## src/rtl/alu_pkg.sv

```systemverilog
// Shared types for the two-requester ALU arbiter: op codes, flag layout and
// response-buffer states.
package alu_pkg;

  localparam int unsigned ALU_OPW     = 4;
  localparam int unsigned ALU_OP_LAST = 9;

  typedef enum logic [ALU_OPW-1:0] {
    ALU_ADD  = 4'd0,
    ALU_SUB  = 4'd1,
    ALU_AND  = 4'd2,
    ALU_OR   = 4'd3,
    ALU_SLL  = 4'd4,
    ALU_SLTU = 4'd5,
    ALU_SLT  = 4'd6,
    ALU_XOR  = 4'd7,
    ALU_SRL  = 4'd8,
    ALU_SRA  = 4'd9
  } alu_op_e;

  typedef struct packed {
    logic zero;
    logic negative;
    logic carry;
    logic overflow;
  } alu_flags_t;

  typedef enum logic {
    BUF_EMPTY = 1'b0,
    BUF_FULL  = 1'b1
  } buf_state_e;

endpackage

```

## src/rtl/alu_core.sv

```systemverilog
// Purely combinational integer ALU: result, {zero, negative, carry, overflow}
// and an illegal-op indication (which forces result and flags to zero).
module alu_core
  import alu_pkg::*;
#(
  parameter int unsigned WIDTH = 32,
  parameter int unsigned OPW   = 4
) (
  input  logic [WIDTH-1:0] a,
  input  logic [WIDTH-1:0] b,
  input  logic [OPW-1:0]   op,
  output logic [WIDTH-1:0] result,
  output logic [3:0]       flags,
  output logic             illegal
);

  localparam int unsigned SHW = 5;

  logic             is_sub;
  logic [WIDTH-1:0] b_eff;
  logic [WIDTH:0]   sum;
  logic [SHW-1:0]   shamt;
  alu_flags_t       fl;

  // SUB shares the adder as a + ~b + 1 so carry/overflow come out uniformly
  assign is_sub = (op == OPW'(ALU_SUB));
  assign b_eff  = is_sub ? ~b : b;
  assign sum    = {1'b0, a} + {1'b0, b_eff} + (WIDTH+1)'(is_sub);
  assign shamt  = b[SHW-1:0];

  always_comb begin
    result  = '0;
    illegal = 1'b0;
    fl      = '0;
    case (op)
      OPW'(ALU_ADD), OPW'(ALU_SUB): begin
        result      = sum[WIDTH-1:0];
        fl.carry    = sum[WIDTH];
        fl.overflow = (a[WIDTH-1] == b_eff[WIDTH-1]) && (sum[WIDTH-1] != a[WIDTH-1]);
      end
      OPW'(ALU_AND):  result = a & b;
      OPW'(ALU_OR):   result = a | b;
      OPW'(ALU_XOR):  result = a ^ b;
      OPW'(ALU_SLL):  result = a << shamt;
      OPW'(ALU_SRL):  result = a >> shamt;
      OPW'(ALU_SRA):  result = WIDTH'($signed(a) >>> shamt);
      OPW'(ALU_SLTU): result = WIDTH'(a < b);
      OPW'(ALU_SLT):  result = WIDTH'($signed(a) < $signed(b));
      default:        illegal = 1'b1;
    endcase
    if (!illegal) begin
      fl.zero     = (result == '0);
      fl.negative = result[WIDTH-1];
    end
  end

  assign flags = fl;

endmodule

```

## src/rtl/alu_arbiter.sv

```systemverilog
// Round-robin arbiter sharing one ALU between two requesters, with a
// single-entry registered response buffer tagged by requester ID.
module alu_arbiter
  import alu_pkg::*;
#(
  parameter int unsigned WIDTH = 32,
  parameter int unsigned OPW   = 4
) (
  input  logic             clk,
  input  logic             rst,
  input  logic [1:0]       req_valid,
  output logic [1:0]       req_ready,
  input  logic [WIDTH-1:0] req_a0,
  input  logic [WIDTH-1:0] req_b0,
  input  logic [OPW-1:0]   req_op0,
  input  logic [WIDTH-1:0] req_a1,
  input  logic [WIDTH-1:0] req_b1,
  input  logic [OPW-1:0]   req_op1,
  output logic             rsp_valid,
  input  logic             rsp_ready,
  output logic             rsp_id,
  output logic [WIDTH-1:0] rsp_result,
  output logic [3:0]       rsp_flags,
  output logic             rsp_illegal,
  output logic [15:0]      busy_cycles
);

  localparam int unsigned BUSYW = 16;
  localparam int unsigned FLAGW = 4;

  buf_state_e       state_q, state_d;
  logic             last_grant_q;
  logic [1:0]       grant;
  logic             can_accept;
  logic             accept;
  logic             sel;
  logic [WIDTH-1:0] op_a, op_b;
  logic [OPW-1:0]   op_code;
  logic [WIDTH-1:0] alu_result;
  logic [FLAGW-1:0] alu_flags;
  logic             alu_illegal;
  logic [WIDTH-1:0] result_q;
  logic [FLAGW-1:0] flags_q;
  logic             illegal_q;
  logic             id_q;
  logic [BUSYW-1:0] busy_q;

  // Buffer FSM: state register
  always_ff @(posedge clk or posedge rst) begin
    if (rst) state_q <= BUF_EMPTY;
    else     state_q <= state_d;
  end

  // Buffer FSM: next state (an accept while FULL replaces the entry in place)
  always_comb begin
    state_d = state_q;
    case (state_q)
      BUF_EMPTY: if (accept) state_d = BUF_FULL;
      BUF_FULL:  if (rsp_ready && !accept) state_d = BUF_EMPTY;
      default:   state_d = BUF_EMPTY;
    endcase
  end

  // Buffer FSM: outputs
  always_comb begin
    rsp_valid = 1'b0;
    case (state_q)
      BUF_FULL: rsp_valid = 1'b1;
      default:  rsp_valid = 1'b0;
    endcase
  end

  assign can_accept = !rsp_valid || rsp_ready;

  // Round-robin: on contention the requester that did not win last time goes
  always_comb begin
    grant = 2'b00;
    case (req_valid)
      2'b01:   grant = 2'b01;
      2'b10:   grant = 2'b10;
      2'b11:   grant = last_grant_q ? 2'b01 : 2'b10;
      default: grant = 2'b00;
    endcase
  end

  assign req_ready = (rst || !can_accept) ? 2'b00 : grant;
  assign accept    = |(req_valid & req_ready);
  assign sel       = req_ready[1];

  assign op_a    = sel ? req_a1  : req_a0;
  assign op_b    = sel ? req_b1  : req_b0;
  assign op_code = sel ? req_op1 : req_op0;

  alu_core #(
    .WIDTH (WIDTH),
    .OPW   (OPW)
  ) u_alu_core (
    .a       (op_a),
    .b       (op_b),
    .op      (op_code),
    .result  (alu_result),
    .flags   (alu_flags),
    .illegal (alu_illegal)
  );

  // Response payload and arbitration history update only on an accept
  always_ff @(posedge clk or posedge rst) begin
    if (rst) begin
      result_q     <= '0;
      flags_q      <= '0;
      illegal_q    <= 1'b0;
      id_q         <= 1'b0;
      last_grant_q <= 1'b1;
    end else if (accept) begin
      result_q     <= alu_result;
      flags_q      <= alu_flags;
      illegal_q    <= alu_illegal;
      id_q         <= sel;
      last_grant_q <= sel;
    end
  end

  // Saturating stall counter
  always_ff @(posedge clk or posedge rst) begin
    if (rst)                                           busy_q <= '0;
    else if (rsp_valid && !rsp_ready && busy_q != '1) busy_q <= busy_q + BUSYW'(1);
  end

  assign rsp_id      = id_q;
  assign rsp_result  = result_q;
  assign rsp_flags   = flags_q;
  assign rsp_illegal = illegal_q;
  assign busy_cycles = busy_q;

endmodule

```

## config.mk

```make
export PLATFORM = sky130hd
export DESIGN_NAME = alu_arbiter
export DESIGN_NICKNAME = d
export VERILOG_FILES = /design/src/rtl/alu_pkg.sv /design/src/rtl/alu_core.sv /design/src/rtl/alu_arbiter.sv
export SDC_FILE = /design/constraint.sdc
export NUM_CORES = 1
export LEC_CHECK = 0
export CAP_MARGIN = 15
export CORE_MARGIN = 5
export CORE_UTILIZATION = 37
export CTS_CLUSTER_DIAMETER = 120
export DETAILED_ROUTE_END_ITERATION = 12
export PLACE_DENSITY = 0.57
export SLEW_MARGIN = 20
export SYNTH_ARGS = -nofsm -noshare
export SYNTH_HDL_FRONTEND = slang
export SYNTH_SLANG_ARGS = --single-unit
```

## constraint.sdc

```tcl
create_clock -name clk -period 21 [get_ports clk]
set_input_delay 5.25 -clock clk [delete_from_list [all_inputs] [get_ports clk]]
set_output_delay 5.25 -clock clk [all_outputs]
set_load 0.02 [all_outputs]
```

==> results of run 1 <==
## metal layers
metal / share of wire (%) / GRT usage (%) / vias up / wire length (µm)
met5: 0.025 / 0.196 / - / 26
met4: 6.5 / 19.1 / 4 / 6600
met3: 11 / 10.6 / 276 / 11500
met2: 41 / 57.6 / 1374 / 42300
met1: 41 / 53.3 / 9694 / 41800
li1: - / - / 8218 / -
## worst min-delay path, cell delays in order (launching register included)
cell and delay [ns]:
dfrtp_1 0.35, nand2_1 0.05, nand2_1 0.05
## flip-flops by register name (all words and copies together), names as in the netlist
name and flops:
busy_cycles 16, last_grant_q 1, rsp_flags 4, rsp_id 1, rsp_illegal 1, rsp_result 32, state_q 1
## layout make-up
type                            count  area, µm²  share of cell area (%)
Multi-Input combinational cell   1757      13900                    72.8
Tap cell                          592        741                    3.89
Clock inverter                      3       42.5                   0.223
Sequential cell                    56       1400                    7.36
Timing Repair Buffer              270       2510                    13.2
Antenna cell                        1       2.50                  0.0131
Clock buffer                        5        125                   0.657
Inverter                           97        368                    1.93
## cells in the final DEF (no fill, tap or decap), types with 71 or more instances in the layout
| cell type | instances |
|---|---|
| buf_4 | 74 |
| mux2i_1 | 220 |
| inv_1 | 91 |
| ha_1 | 108 |
| clkdlybuf4s50_1 | 191 |
| mux2_2 | 71 |
| nor2_1 | 121 |
| a21oi_1 | 102 |
| o21ai_0 | 99 |
| mux4_2 | 74 |
| nand2_1 | 221 |
## worst min-delay path by stage
stage | end | slack (ns)
after detailed placement | rsp_id | 0.48
after floorplan | last_grant_q | 0.46
after CTS | rsp_id | 0.50
after global routing | rsp_id | 0.52
final | rsp_id | 0.48
after global placement | rsp_id | 0.47
## kinds of logic after synthesis
| logic type | Yosys count | synth area share (%) |
|---|---|---|
| flip-flops | 56 | 8.48 |
| AO/OA/AOI/OAI | 556 | 23.8 |
| AND/OR/NAND/NOR | 664 | 19.8 |
| buffers and inverters | 299 | 7.97 |
| adder cells (fa/ha/maj) | 109 | 8.29 |
| XOR/XNOR | 59 | 3.12 |
| multiplexers | 369 | 28.5 |
## report_power, final
group,switching (mW),total (mW),internal [mW]
Sequential,0.0185,0.149,0.130
Combinational,0.457,0.710,0.253
Clock,0.0392,0.0953,0.0561
## metrics by stage
stage	hold WS, ns	util, %
floorplan	0.461	-
global placement	0.467	42.7
detailed placement	0.478	42.7
CTS	0.495	43.1
global route	0.523	43.1
finish	0.483	43.1
==> impl_metrics.py, run 1 <==
metrics = {
    "power": {
        "p_leak_nw": 7.88,
        "peakVddDrop_mv": 0.0413,
        "pwr_density_cell_mw_per_mm2": 50.1,
        "total_power_mw": 0.954,
    },
    "setup_path": {
        "critPathMaxStageDelay_ns": 0.74,
        "path_max_fanout": 43,
        "cp-start-kind": "primary input",
        "path_buf_inv": 4,
        "critPathKind": "primary input to output pin",
        "cp-startpoint": "rsp_ready",
        "cp.required_ns": 15.75,
        "reg2reg_from": "state_q",
        "cp.depth": 6,
        "r2r-end": "rsp_flags[3]",
        "critPathSlowestCell": "clkdlybuf4s50_1",
        "crit_arrival_ns": 8.01,
        "r2r_setup_slack_ns": 13.73,
        "ff2ff_path_depth": 19,
        "path_common_cell": "clkdlybuf4s50_1",
        "cpLargestDelayFamily": "buffers and inverters",
        "crit_path_end": "req_ready[1]",
        "cp-end-kind": "output pin",
        "path_cells": "clkdlybuf4s50_1 > nand2b_1 > buf_4 > nand3_4 > inv_4 > clkdlybuf4s50_1",
    },
    "synthesis": {
        "synth_top_area_cell": "mux2i_1",
        "synth_area_leaders": "mux2i_1 13%, mux4_2 10%, dfrtp_1 8.3%, ha_1 8.2%, nand2_1 5.0%",
        "syn_area_mm2": 0.0165,
        "syn_avg_cell_area_um2": 7.83,
        "synth.distinct_cells": 96,
        "synth_nets": 2362,
        "synthFlopType": "dfrtp_1",
        "ys_seq_elements": 56,
        "synth_edf_count": 0,
        "async_reset_ff_share_pct": 100,
        "ys_seq_area_share_pct": 8.48,
        "synth_common_cells": "221 x mux2i_1, 221 x nand2_1, 121 x nor2_1, 108 x ha_1, 102 x a21oi_1",
        "synth_top_area_share_pct": 13.4,
        "syn_inst": 2112,
        "ys_warn_count": 0,
    },
    "sta": {
        "setup_viol": 0,
        "max_freq_mhz": 75.4,
        "finalHoldViolations": 0,
        "tightest_slew_ns": 1.26,
        "fin_skew_ns": 0.00462,
        "finalCriticalPeriod_ns": 13.26,
        "maxSlewViolCount": 0,
        "slew_headroom_pct": 15.0,
        "fin_ws_ns": 7.74,
        "fin_setup_tns_ns": 0,
        "grt_setup_unrepaired": "no",
        "period_share_pct": 63.2,
    },
    "worst_hold_path": {
        "hold_start": "rsp_id",
        "min_path_type": "register to register",
        "holdPathStages": 2,
    },
    "cts": {
        "ctsHoldBuffers": 0,
        "postCtsSetupBuffers": 0,
        "cts.sinks": 56,
        "clockBufferDepth": 2,
        "cts_buffers": 5,
        "cts_resized": 0,
        "cts_root_buf": "clkbuf_16",
        "clk_latency_ns": 0.30,
        "tritoncts": "yes",
        "path_clk_slew_ns": 0.07,
        "h-tree-depth": 2,
    },
    "global_routing": {
        "overflow": 0,
        "grt_pass1_vias": 18322,
        "grt_max_degree": 105,
        "grt.total_usage_pct": 39.2,
        "grt_antenna_before_repair": 4,
        "grt_pass1_wl_um": 142000,
    },
    "die": {
        "start_util_pct": 37.4,
        "dieHeight_um": 221,
        "row_count": 77,
        "dieArea_mm2": 0.0490,
        "coreArea_mm2": 0.0442,
        "chipWidth_um": 221,
        "ios": 198,
    },
    "finish": {
        "syn_to_final_growth_pct": 15.2,
        "drive_gt1_share_pct": 12.8,
        "nets": 2437,
        "finalNonFillerCells": 2781,
        "design_area_mm2": 0.0191,
        "fillers": 4543,
    },
    "flow_run": {
        "drv_cap": 0,
    },
    "route": {
        "ant_nets": 0,
        "drt_iter0_drc": 2871,
        "drc": 0,
        "viasPerCell": 7.04,
        "vias": 19566,
        "wl_per_cell_um": 36.7,
        "drt-pass1-iter-count": 6,
        "routed_wl_um": 102000,
    },
    "placement": {
        "post_dp_cell_area_mm2": 0.0189,
        "dp_slack_ns": 7.78,
        "dp_cells": 2772,
        "hpwlAfterDp_um": 79600,
        "gp_congestion": 1.09,
        "port_buffers": 197,
    },
    "run_status": {
        "status": "finished, final reports clean",
    },
}
Power figures use the tool's default switching activity.
==> inputs of run 2 (changes only) <==
==> constraint.sdc (replaced) <==
create_clock -name clk -period 13.03 [get_ports clk]
set_input_delay 3.2575 -clock clk [delete_from_list [all_inputs] [get_ports clk]]
set_output_delay 3.2575 -clock clk [all_outputs]
set_load 0.02 [all_outputs]
==> run 2 against run 1 <==
Effect of this change: global-route usage rose by 1.4 points; register-to-register slack lost 8.9 ns; final area fell by 0.13%; core utilization fell by 0.057 points; worst hold slack got worse by 0.00055 ns; first-iteration DRC count increased by 19%; sequential share of layout area about the same; critical path depth is 15 higher; non-clock buffer count down 2; sequential power grew 65%; clock power increased by 51%; sequential cell count stayed put.
==> impl_metrics.py, run 2 (same netlist as run 1, synthesis figures left out) <==
metrics = {
    "sta": {
        "fin_skew_ns": 0.00957,
        "tightest_slew_ns": 1.18,
        "maxSlewViolCount": 0,
        "finalHoldViolations": 0,
        "max_freq_mhz": 85.4,
        "finalCriticalPeriod_ns": 11.71,
        "slew_headroom_pct": 20.1,
        "setup_viol": 0,
        "fin_setup_tns_ns": 0,
        "grt_setup_unrepaired": "no",
        "period_share_pct": 89.9,
    },
    "finish": {
        "largest_reg_flops": 32,
        "drive_gt1_share_pct": 12.9,
        "final_common_cell": "nand2_1",
        "design_area_mm2": 0.0190,
        "diodes": 0,
        "syn_to_final_growth_pct": 15.0,
        "final_cell_mix": "221 x nand2_1, 220 x mux2i_1, 191 x clkdlybuf4s50_1, 121 x nor2_1, 108 x ha_1",
        "nets": 2435,
    },
    "route": {
        "vias": 19913,
        "ant_nets": 0,
        "wl_per_cell_um": 37.9,
        "routed_wl_um": 105000,
        "viasPerCell": 7.17,
        "drc": 0,
        "drt_iter0_drc": 3419,
        "drt-pass1-iter-count": 6,
    },
    "cts": {
        "h-tree-depth": 2,
        "cts.sinks": 56,
        "postCtsSetupBuffers": 0,
        "tritoncts": "yes",
        "clockBufferDepth": 2,
        "cts_resized": 0,
        "ctsHoldBuffers": 0,
        "cts_buffers": 5,
        "cts_root_buf": "clkbuf_16",
        "path_clk_slew_ns": 0.08,
        "clk_latency_ns": 0.30,
    },
    "setup_path": {
        "crit_arrival_ns": 11.91,
        "reg2reg_from": "last_grant_q",
        "cp-start-kind": "primary input",
        "cp-startpoint": "rst",
        "critPathKind": "primary input to register",
        "cp-end-kind": "register",
        "cp.required_ns": 13.23,
        "path_max_fanout": 55,
        "r2r_setup_slack_ns": 4.81,
    },
    "global_routing": {
        "overflow": 0,
        "grt_pass1_wl_um": 147000,
        "grt.total_usage_pct": 40.6,
        "grt_pass1_vias": 18645,
        "grt_antenna_before_repair": 3,
        "grt_max_degree": 115,
    },
    "die": {
        "dieArea_mm2": 0.0490,
        "coreArea_mm2": 0.0442,
        "start_util_pct": 37.4,
        "chipWidth_um": 221,
        "dieHeight_um": 221,
        "ios": 198,
        "row_count": 77,
    },
    "placement": {
        "post_dp_cell_area_mm2": 0.0189,
        "hpwlAfterDp_um": 81700,
        "port_buffers": 197,
        "gp_congestion": 1.12,
    },
    "worst_hold_path": {
        "hold_start": "rsp_id",
        "min_path_type": "register to register",
    },
    "power": {
        "peakVddDrop_mv": 0.0634,
        "pwr_density_cell_mw_per_mm2": 81.2,
        "p_leak_nw": 7.87,
    },
    "flow_run": {
        "drv_cap": 0,
    },
    "run_status": {
        "status": "finished, final reports clean",
    },
}
==> run 2: worst paths after layout <==
kind / endpoint / cells after the start
max: rsp_flags[3] / 21
min: rsp_id / 2
max reg2reg: rsp_flags[3] / 19
min reg2reg: rsp_id / 2
max in group asynchronous: busy_cycles[9] / 4
min in group asynchronous: rsp_result[27] / 3
==> run 2: layer usage <==
| metal | wire [µm] | vias to the layer above | global-route usage, % | share of wire, % |
|---|---|---|---|---|
| met2 | 43200 | 1617 | 59.5 | 41 |
| met5 | 87 | - | 0.880 | 0.083 |
| met3 | 13400 | 326 | 12.2 | 13 |
| met1 | 42000 | 9728 | 54.9 | 40 |
| li1 | - | 8236 | - | - |
| met4 | 6800 | 6 | 18.5 | 6.5 |
==> run 2: area by class of cell <==
class / count / area, µm²
timing repair buffer: 268 / 2490
clock buffer: 5 / 125
inverter: 97 / 368
multi-input combinational: 1757 / 13900
sequential: 56 / 1400
clock inverter: 3 / 22.5
fill: 4508 / 25200
tap: 592 / 741
==> run 2: report_power, final <==
group | leakage (nW) | switching, mW | internal [mW]
registers | 0.728 | 0.0367 | 0.210
logic | 7.07 | 0.745 | 0.409
clock network | 0.0742 | 0.0718 | 0.0724
total | 7.87 | 0.853 | 0.691
==> run 2: worst max-delay path, cell delays in order <==
cell and delay (ns):
clkdlybuf4s50_1 0.45, clkinv_2 0.06, buf_4 0.49, nand3_4 0.59
inv_4 0.87, nand4b_1 0.28, o21ai_4 0.12, buf_4 0.52
xnor2_1 0.16, ha_1 0.49, nand4_1 0.21, nor3_1 0.75
o221ai_1 0.68, nand3b_1 0.37, xor2_1 0.20, a211oi_1 0.83
o2111ai_1 0.28, nor4_1 0.28, nand4_1 0.12, or4b_1 0.57
o41ai_2 0.20
==> run 2: metrics by stage <==
stage          utilization, %  setup WS [ns]  power, mW  std cells  hold WS, ns
2_1_floorplan               -           2.71      0.876       2112        0.461
3_3_place_gp             42.7           1.49       1.35       2770        0.462
3_5_place_dp             42.7           1.47       1.35       2770        0.465
4_1_cts                  43.0           1.74       1.50       2778        0.486
5_1_grt                  43.0           1.37       1.60       2778        0.505
6_report                 43.0           1.32       1.54       2778        0.482
